[src/rtl/pc_sequencer_if.sv]
// Signal bundle between the sequencer and its PC unit, instruction memory,
// execute stage and interrupt source.
interface pc_sequencer_if;
  logic [31:0] pc;
  logic [1:0]  pc_op;
  logic [31:0] pc_next;
  logic        mem_req;
  logic [31:0] mem_addr;
  logic        mem_ready;
  logic [31:0] mem_data;
  logic [31:0] instr;
  logic        instr_valid;
  logic        exec_done;
  logic        branch_taken;
  logic [31:0] branch_target;
  logic        int_return;
  logic        int_req;
  logic        int_ack;
  logic [31:0] epc;

  modport master (
    input  pc, mem_ready, mem_data, exec_done, branch_taken, branch_target,
           int_return, int_req,
    output pc_op, pc_next, mem_req, mem_addr, instr, instr_valid, int_ack, epc
  );

  modport slave (
    output pc, mem_ready, mem_data, exec_done, branch_taken, branch_target,
           int_return, int_req,
    input  pc_op, pc_next, mem_req, mem_addr, instr, instr_valid, int_ack, epc
  );
endinterface

[src/rtl/pc_sequencer.sv]
// Moore FSM sequencing fetch, execute and PC update for the pc unit, with
// interrupt entry at instruction boundaries and a saved return address.
module pc_sequencer #(
  parameter logic [31:0] INT_VECTOR = 32'h0000_0010
) (
  input  logic          clk,
  input  logic          reset,
  pc_sequencer_if.master bus
);

  localparam logic [2:0] S_RST    = 3'd0;
  localparam logic [2:0] S_FETCH  = 3'd1;
  localparam logic [2:0] S_EXEC   = 3'd2;
  localparam logic [2:0] S_UPDATE = 3'd3;
  localparam logic [2:0] S_TRAP   = 3'd4;

  localparam logic [1:0] OP_NOP    = 2'b00;
  localparam logic [1:0] OP_INC    = 2'b01;
  localparam logic [1:0] OP_ASSIGN = 2'b10;
  localparam logic [1:0] OP_RESET  = 2'b11;

  logic [2:0]  r_state;
  logic [31:0] r_instr;
  logic [31:0] r_epc;
  logic        r_int_pending;
  logic        r_int_en;
  logic [1:0]  r_upd_op;
  logic [31:0] r_upd_next;

  logic [1:0]  w_pc_op;
  logic [31:0] w_pc_next;
  logic        w_mem_req;
  logic        w_instr_valid;
  logic        w_int_ack;

  always_ff @(posedge clk) begin
    if (reset) begin
      r_state       <= S_RST;
      r_instr       <= '0;
      r_epc         <= '0;
      r_int_pending <= 1'b0;
      r_int_en      <= 1'b1;
      r_upd_op      <= OP_NOP;
      r_upd_next    <= '0;
    end else begin
      // Requests landing in TRAP are dropped; the TRAP branch below clears.
      if (bus.int_req && r_state != S_TRAP)
        r_int_pending <= 1'b1;

      case (r_state)
        S_RST: r_state <= S_FETCH;
        S_FETCH: begin
          if (bus.mem_ready) begin
            r_instr <= bus.mem_data;
            r_state <= S_EXEC;
          end
        end
        S_EXEC: begin
          if (bus.exec_done) begin
            if (bus.int_return) begin
              r_upd_op   <= OP_ASSIGN;
              r_upd_next <= r_epc;
              r_int_en   <= 1'b1;
            end else if (bus.branch_taken) begin
              r_upd_op   <= OP_ASSIGN;
              r_upd_next <= {bus.branch_target[31:2], 2'b00};
            end else begin
              r_upd_op   <= OP_INC;
              r_upd_next <= '0;
            end
            r_state <= S_UPDATE;
          end
        end
        S_UPDATE: r_state <= (r_int_pending && r_int_en) ? S_TRAP : S_FETCH;
        S_TRAP: begin
          // PC unit has already applied the UPDATE, so pc is the return point.
          r_epc         <= bus.pc;
          r_int_pending <= 1'b0;
          r_int_en      <= 1'b0;
          r_state       <= S_FETCH;
        end
        default: r_state <= S_RST;
      endcase
    end
  end

  always_comb begin
    w_pc_op       = OP_NOP;
    w_pc_next     = '0;
    w_mem_req     = 1'b0;
    w_instr_valid = 1'b0;
    w_int_ack     = 1'b0;
    case (r_state)
      S_RST:    w_pc_op = OP_RESET;
      S_FETCH:  w_mem_req = 1'b1;
      S_EXEC:   w_instr_valid = 1'b1;
      S_UPDATE: begin
        w_pc_op   = r_upd_op;
        w_pc_next = r_upd_next;
      end
      S_TRAP: begin
        w_pc_op   = OP_ASSIGN;
        w_pc_next = INT_VECTOR;
        w_int_ack = 1'b1;
      end
      default: w_pc_op = OP_RESET;
    endcase
  end

  assign bus.pc_op       = w_pc_op;
  assign bus.pc_next     = w_pc_next;
  assign bus.mem_req     = w_mem_req;
  assign bus.mem_addr    = bus.pc;
  assign bus.instr       = r_instr;
  assign bus.instr_valid = w_instr_valid;
  assign bus.int_ack     = w_int_ack;
  assign bus.epc         = r_epc;

endmodule

[src/flat_wrapper.sv]
// flat-port wrapper written by rule: the top's interface ports become plain ports
module pc_sequencer_flat 
#(
  parameter logic [31:0] INT_VECTOR = 32'h0000_0010
)
  (clk, reset, bus_pc, bus_mem_ready, bus_mem_data, bus_exec_done, bus_branch_taken, bus_branch_target, bus_int_return, bus_int_req, bus_pc_op, bus_pc_next, bus_mem_req, bus_mem_addr, bus_instr, bus_instr_valid, bus_int_ack, bus_epc);
  pc_sequencer_if bus_i ();
  input  logic clk;
  input  logic reset;
  input wire logic [$bits(bus_i.pc)-1:0] bus_pc;
  input wire logic [$bits(bus_i.mem_ready)-1:0] bus_mem_ready;
  input wire logic [$bits(bus_i.mem_data)-1:0] bus_mem_data;
  input wire logic [$bits(bus_i.exec_done)-1:0] bus_exec_done;
  input wire logic [$bits(bus_i.branch_taken)-1:0] bus_branch_taken;
  input wire logic [$bits(bus_i.branch_target)-1:0] bus_branch_target;
  input wire logic [$bits(bus_i.int_return)-1:0] bus_int_return;
  input wire logic [$bits(bus_i.int_req)-1:0] bus_int_req;
  output wire logic [$bits(bus_i.pc_op)-1:0] bus_pc_op;
  output wire logic [$bits(bus_i.pc_next)-1:0] bus_pc_next;
  output wire logic [$bits(bus_i.mem_req)-1:0] bus_mem_req;
  output wire logic [$bits(bus_i.mem_addr)-1:0] bus_mem_addr;
  output wire logic [$bits(bus_i.instr)-1:0] bus_instr;
  output wire logic [$bits(bus_i.instr_valid)-1:0] bus_instr_valid;
  output wire logic [$bits(bus_i.int_ack)-1:0] bus_int_ack;
  output wire logic [$bits(bus_i.epc)-1:0] bus_epc;
  assign bus_i.pc = bus_pc;
  assign bus_i.mem_ready = bus_mem_ready;
  assign bus_i.mem_data = bus_mem_data;
  assign bus_i.exec_done = bus_exec_done;
  assign bus_i.branch_taken = bus_branch_taken;
  assign bus_i.branch_target = bus_branch_target;
  assign bus_i.int_return = bus_int_return;
  assign bus_i.int_req = bus_int_req;
  assign bus_pc_op = bus_i.pc_op;
  assign bus_pc_next = bus_i.pc_next;
  assign bus_mem_req = bus_i.mem_req;
  assign bus_mem_addr = bus_i.mem_addr;
  assign bus_instr = bus_i.instr;
  assign bus_instr_valid = bus_i.instr_valid;
  assign bus_int_ack = bus_i.int_ack;
  assign bus_epc = bus_i.epc;
  pc_sequencer #(.INT_VECTOR(INT_VECTOR)) u_core (.clk(clk), .reset(reset), .bus(bus_i));
endmodule
[config.mk]
export PLATFORM = sky130hd
export DESIGN_NAME = pc_sequencer_flat
export DESIGN_NICKNAME = d
export VERILOG_FILES = /design/src/rtl/pc_sequencer_if.sv /design/src/rtl/pc_sequencer.sv /design/src/flat_wrapper.sv
export SDC_FILE = /design/constraint.sdc
export NUM_CORES = 1
export LEC_CHECK = 0
export CAP_MARGIN = 40
export CORE_MARGIN = 3
export CORE_UTILIZATION = 35
export CTS_BUF_LIST = sky130_fd_sc_hd__clkbuf_16
export DETAILED_ROUTE_END_ITERATION = 10
export GPL_TIMING_DRIVEN = 0
export HOLD_SLACK_MARGIN = 0.03
export PLACE_DENSITY_LB_ADDON = 0.3
export RECOVER_POWER = 100
export SLEW_MARGIN = 10
export SYNTH_ARGS = -nofsm -noshare
export SYNTH_HDL_FRONTEND = slang
export SYNTH_SLANG_ARGS = --single-unit
[constraint.sdc]
create_clock -name clk -period 1.6 [get_ports clk]
set_input_delay 0.48 -clock clk [delete_from_list [all_inputs] [get_ports clk]]
set_output_delay 0.48 -clock clk [all_outputs]
set_load 0.03 [all_outputs]
-- Yosys cells after proc, flatten, opt, wreduce, memory -nomap -nowiden
Index checks and enable logic that the tools add are counted.
- register bits after elaboration: 103
- eq/ne operators: 8
- multiplexer cells: 16
- reduce and logical (&&, ||, !) cells: 11
- operators with widths (kind ; number):
    32-bit 2-to-1 mux ; 2
    32-bit one-hot mux with 2 select lines ; 1
    3-bit one-hot mux with 4 select lines ; 1
    3-bit 2-to-1 mux ; 3
    3-bit by 2-bit equality test with 1-bit output (second input constant) ; 2
    2-bit != test (second input constant) ; 3
    2-bit one-hot mux with 3 select lines ; 1
    2-bit AND reduction ; 3
    2-bit OR reduction ; 3
    1-bit 2-to-1 mux ; 5
    2-bit 2-to-1 mux ; 2
    3-bit by 1-bit equality test with 1-bit output (second input constant) ; 1
    3-bit equality test (second input constant) ; 1
    3-bit zero test ; 1
    3-bit != test (second input constant) ; 1
    3-bit AND reduction ; 1
    1-bit logical AND ; 2
    1-bit one-hot mux with 2 select lines ; 1
    2-bit nonzero test ; 1

-- Logic depth before layout (Yosys ltp)
Gate-level depths: netlist of the first run.
- depth after elaboration: 3
- mapped depth: 7

-- Worst setup path before layout of the first run
OpenSTA, ideal clock, no wires.
- kind: reg2out
- from: register u_core.r_state[1]
- to: output port bus_pc_op[0]
- arrival time: 1.453 ns
- data required time: 1.120 ns
- slack: -0.333 ns
- stages on the path, launching flop included: 5
- path through: dfxtp_1 -> buf_6 -> clkbuf_1 -> a21oi_1 -> o21ai_0
- longest elaborated chain between the ends: 3
- ends and longest elaborated chain (item ; line ; text):
    start, declared ; pc_sequencer.sv:22 ; logic [2:0] r_state;
    start signal, assigned ; pc_sequencer.sv:74 ; S_UPDATE: r_state <= (r_int_pending && r_int_en) ? S_TRAP : S_FETCH;
    3-bit by 1-bit equality test with 1-bit output or 3-bit by 2-bit equality test with 1-bit output (tied branches) ; pc_sequencer.sv:93 ; case (r_state)
    2-bit OR reduction (no source line) ; - ;
    2-bit one-hot mux with 3 select lines (*) ; pc_sequencer.sv:93 ;
    end, declared ; flat_wrapper.sv:18 ; output wire logic [$bits(bus_i.pc_op)-1:0] bus_pc_op;
Mark *: on every way between the ends. The rest lies on a longest branch, timed or not.

-- Worst setup path in the final report of the first run
- from: register u_core.r_state[1]
- to: output port bus_pc_next[4]
- longest elaborated chain between the ends: 2
- ends and longest elaborated chain (item ; line ; text):
    3-bit equality test or 3-bit by 2-bit equality test with 1-bit output (tied branches) ; pc_sequencer.sv:93 ;
    32-bit one-hot mux with 2 select lines (*) ; pc_sequencer.sv:93 ;
    end, declared ; flat_wrapper.sv:19 ; output wire logic [$bits(bus_i.pc_next)-1:0] bus_pc_next;
Marks and branches as above.

==> run summary, run 1 <==
Gr ovfl total - 0
Clk pin slew, worst setup/hold paths - 0.07 ns
CTS Hold Bufs - 0
Clock Tree Buf Depth - 2
Maximum cell stage delay along the critical path - 0.36 ns
Antenna Violating Nets Remaining - 0
Post-DR wirelength/cell - 18.3 µm
Peak supply drop - 0.000550 V
Synth unique cells - 29
Detailed Place HPWL - 11.9 mm
Top post-synthesis cells by area - dfxtp_1 47%, nand2_1 11%, a21oi_1 6.8%
Critical path arrival - 1.60 ns
Die Footprint - 13,900 µm²
CP Class - flop to output pin
Initial Utilization - 36.1%
WL final - 18.2 mm
Asr flop ratio synth - 0%
Mapped Cells - 545
RePlAce Congestion - 0.887
Fmax - 480 MHz
First-pass GRT wire length - 26.0 mm
Antenna cell count - 0
Clock latency at the later pin of the worst-skew pair - 0.34 ns
Leakage - 3.67 nW
First-iteration detailed-routing DRC count - 314
Clock skew - 0.00619 ns
Nets - 927
Synthesis Warnings - 0
DRT Pass-1 Iters - 5
CTS tree - yes
CP Launch Type - flop
FF/Latch Area - 2070 µm²
Total CTS buffers - 9
Fillers - 893
Multi-input gate area - 2590 µm²
Failing checks - setup timing
Buf/Inv on CP - 4
Global Route Usage Sum - 22.9%
Sequential share of the synthesized area - 47.0%
Slew Limit Fails - 0
Crit-path leading delay family - buffers and inverters
Worst slew margin - 42.6%
Post-Syn Nets - 648
#FFs+latches synth - 103
H-tree Lvls - 3
Place WS - -0.872 ns
Via count - 5,108
Final setup viols - 95
Max_cap viols - 0
Final Critical Period - 2.08 ns
Largest net degree at the start of global routing - 18
RSZ-0062 raised after global routing - true
Required time worst endpoint - 1.12 ns
Top FF cell, synth - dfxtp_1
Worst path cell trace - buf_6 -> or3b_1 -> buf_6 -> clkinv_8 -> a21o_4 -> buf_6
Critical-path top delay cell - or3b_1
Util after Layout - 71.2%
Vias per cell - 5.12
Core footprint - 12,200 µm²
Vias in the first global route - 4,954
Critical Path End Type - output pin
Sink Count - 103
I/O Buffers - 231
Power Density - 758 nW/µm²
Final Hold Viols - 0
Die Height - 118 µm
Synth area leader - dfxtp_1
Number of flops mapped to enable cells by yosys - 0
DR DRC count - 0
Top cell type's share of synthesized area - 47.0%
Period utilisation layout - 130%
Clock Root Buffer - clkbuf_16
Setup ws final - -0.483 ns
Syn_area_per_cell - 8.06 µm²
Mapped Area - 4390 µm²
Initial antenna violation count - 0
Synth cell count leaders - 133 x nand2_1, 103 x dfxtp_1, 60 x a21oi_1
Site row count - 40
Slew @ Worst Pin - 0.862 ns
Ports - 236
Layout cells sized above 1 - 44.4%
Library cell with the highest instance count after synthesis - nand2_1
Status - finished with violations
Die W - 118 µm
P&R area growth vs syn - 97.1%
Hold crit path type - flop to flop
Top cell by count, worst path - buf_6
CP max FO - 8
layout by cell type, fill, tap and decap left out, types with 23 or more instances in the layout:
cell / netlist / final
a21oi_2: 10 / 41
nor3_1: 34 / 28
and3_4: 0 / 30
dfxtp_1: 103 / 100
clkbuf_2: 0 / 23
buf_4: 35 / 54
dlygate4sd2_1: 0 / 49
nand2_1: 133 / 103
nand2_4: 0 / 23
buf_6: 5 / 87
clkdlybuf4s50_1: 0 / 64
nor2_1: 36 / 33
a21oi_1: 60 / 29
layer usage:
metal / global-route usage (%) / wire length, µm / vias to the layer above
li1: - / - / 2385
met1: 27.4 / 7270 / 2456
met2: 39.8 / 9250 / 230
met3: 6.44 / 1160 / 37
met4: 6.81 / 522 / 0
met5: 0 / 0 / -
sequential cells by signal, summed over array words and instances (netlist names):
name,count
u_core.bus.epc,32
u_core.bus.instr,32
u_core.r_int_en,1
u_core.r_int_pending,1
u_core.r_state,3
u_core.r_upd_next,32
u_core.r_upd_op,2
area by class of cell:
| cell class | instances | share of cell area [%] |
|---|---|---|
| Inverter | 2 | 0.231 |
| Clock inverter | 7 | 1.11 |
| Sequential cell | 103 | 23.9 |
| Buffer | 81 | 8.01 |
| Timing Repair Buffer | 270 | 31.8 |
| Tap cell | 168 | 2.43 |
| Clock buffer | 9 | 2.60 |
| Multi-Input combinational cell | 357 | 29.9 |
worst register-to-register path: cells and delay by family, from the launching register on:
kind	cells	cell delay (ns)
AO/OA/AOI/OAI	1	0.13
buffers and inverters	5	0.76
AND/OR/NAND/NOR	2	0.38
flip-flops	1	0.33
stage by stage:
stage	power [mW]	TNS, ns	hold slack (ns)	area [µm²]	instances
after floorplan	3.30	-0.838	0.432	4560	545
final	6.56	-17.58	0.458	8660	997
after global routing	6.77	-26.95	0.480	8660	997
after global placement	3.83	-72.10	0.442	7080	944
after detailed placement	3.86	-75.38	0.447	7080	944
after CTS	6.30	-14.93	0.455	7820	980
final timing paths:
check,startpoint,to,slack [ns],cells after the start
max,u_core.r_state[1]$_SDFFE_PP0P_,bus_pc_next[4],-0.48,6
max reg2reg,u_core.r_state[1]$_SDFFE_PP0P_,u_core.bus.instr[3]$_SDFFE_PP0P_,-0.07,8
min,u_core.bus.instr[10]$_SDFFE_PP0P_,u_core.bus.instr[10]$_SDFFE_PP0P_,0.46,2
min reg2reg,u_core.bus.instr[10]$_SDFFE_PP0P_,u_core.bus.instr[10]$_SDFFE_PP0P_,0.46,2
cell families (layout without fill, tap and decap cells):
logic type | count (synthesis) | count (layout) | share of synthesized area, %
compound gates | 104 | 104 | 15.5
simple gates | 253 | 253 | 25.9
flops | 103 | 103 | 47.0
buf+inv | 85 | 369 | 11.7
power by group:
part / switching, mW / internal, mW / total [mW]
Sequential: 0.0448 / 2.64 / 2.69
Combinational: 0.769 / 0.720 / 1.49
Clock: 1.01 / 1.38 / 2.39
Total: 1.82 / 4.74 / 6.56
what timing repair did:
item,CTS,global route
cloned,2,10
resized for setup,680,209
pin swaps,9,66
setup endpoints to repair,180,168
setup buffers,19,10
Power figures use the tool's default switching activity.
==> inputs of run 2 (changes only) <==
--- a/config.mk
+++ b/config.mk
@@ -14,7 +14,7 @@
 export HOLD_SLACK_MARGIN = 0.03
 export PLACE_DENSITY_LB_ADDON = 0.3
 export RECOVER_POWER = 100
-export SLEW_MARGIN = 10
+export SLEW_MARGIN = 40
 export SYNTH_ARGS = -nofsm -noshare
 export SYNTH_HDL_FRONTEND = slang
 export SYNTH_SLANG_ARGS = --single-unit
==> results of run 2 <==
The final DEF is identical to that of run 1; final timing and power are the same.
==> inputs of run 3 (changes only) <==
--- a/config.mk
+++ b/config.mk
@@ -9,6 +9,7 @@
 export CORE_MARGIN = 3
 export CORE_UTILIZATION = 35
 export CTS_BUF_LIST = sky130_fd_sc_hd__clkbuf_16
+export CTS_CLUSTER_SIZE = 10
 export DETAILED_ROUTE_END_ITERATION = 10
 export GPL_TIMING_DRIVEN = 0
 export HOLD_SLACK_MARGIN = 0.03
==> results of run 3 <==
The final DEF is identical to that of run 1; final timing and power are the same.
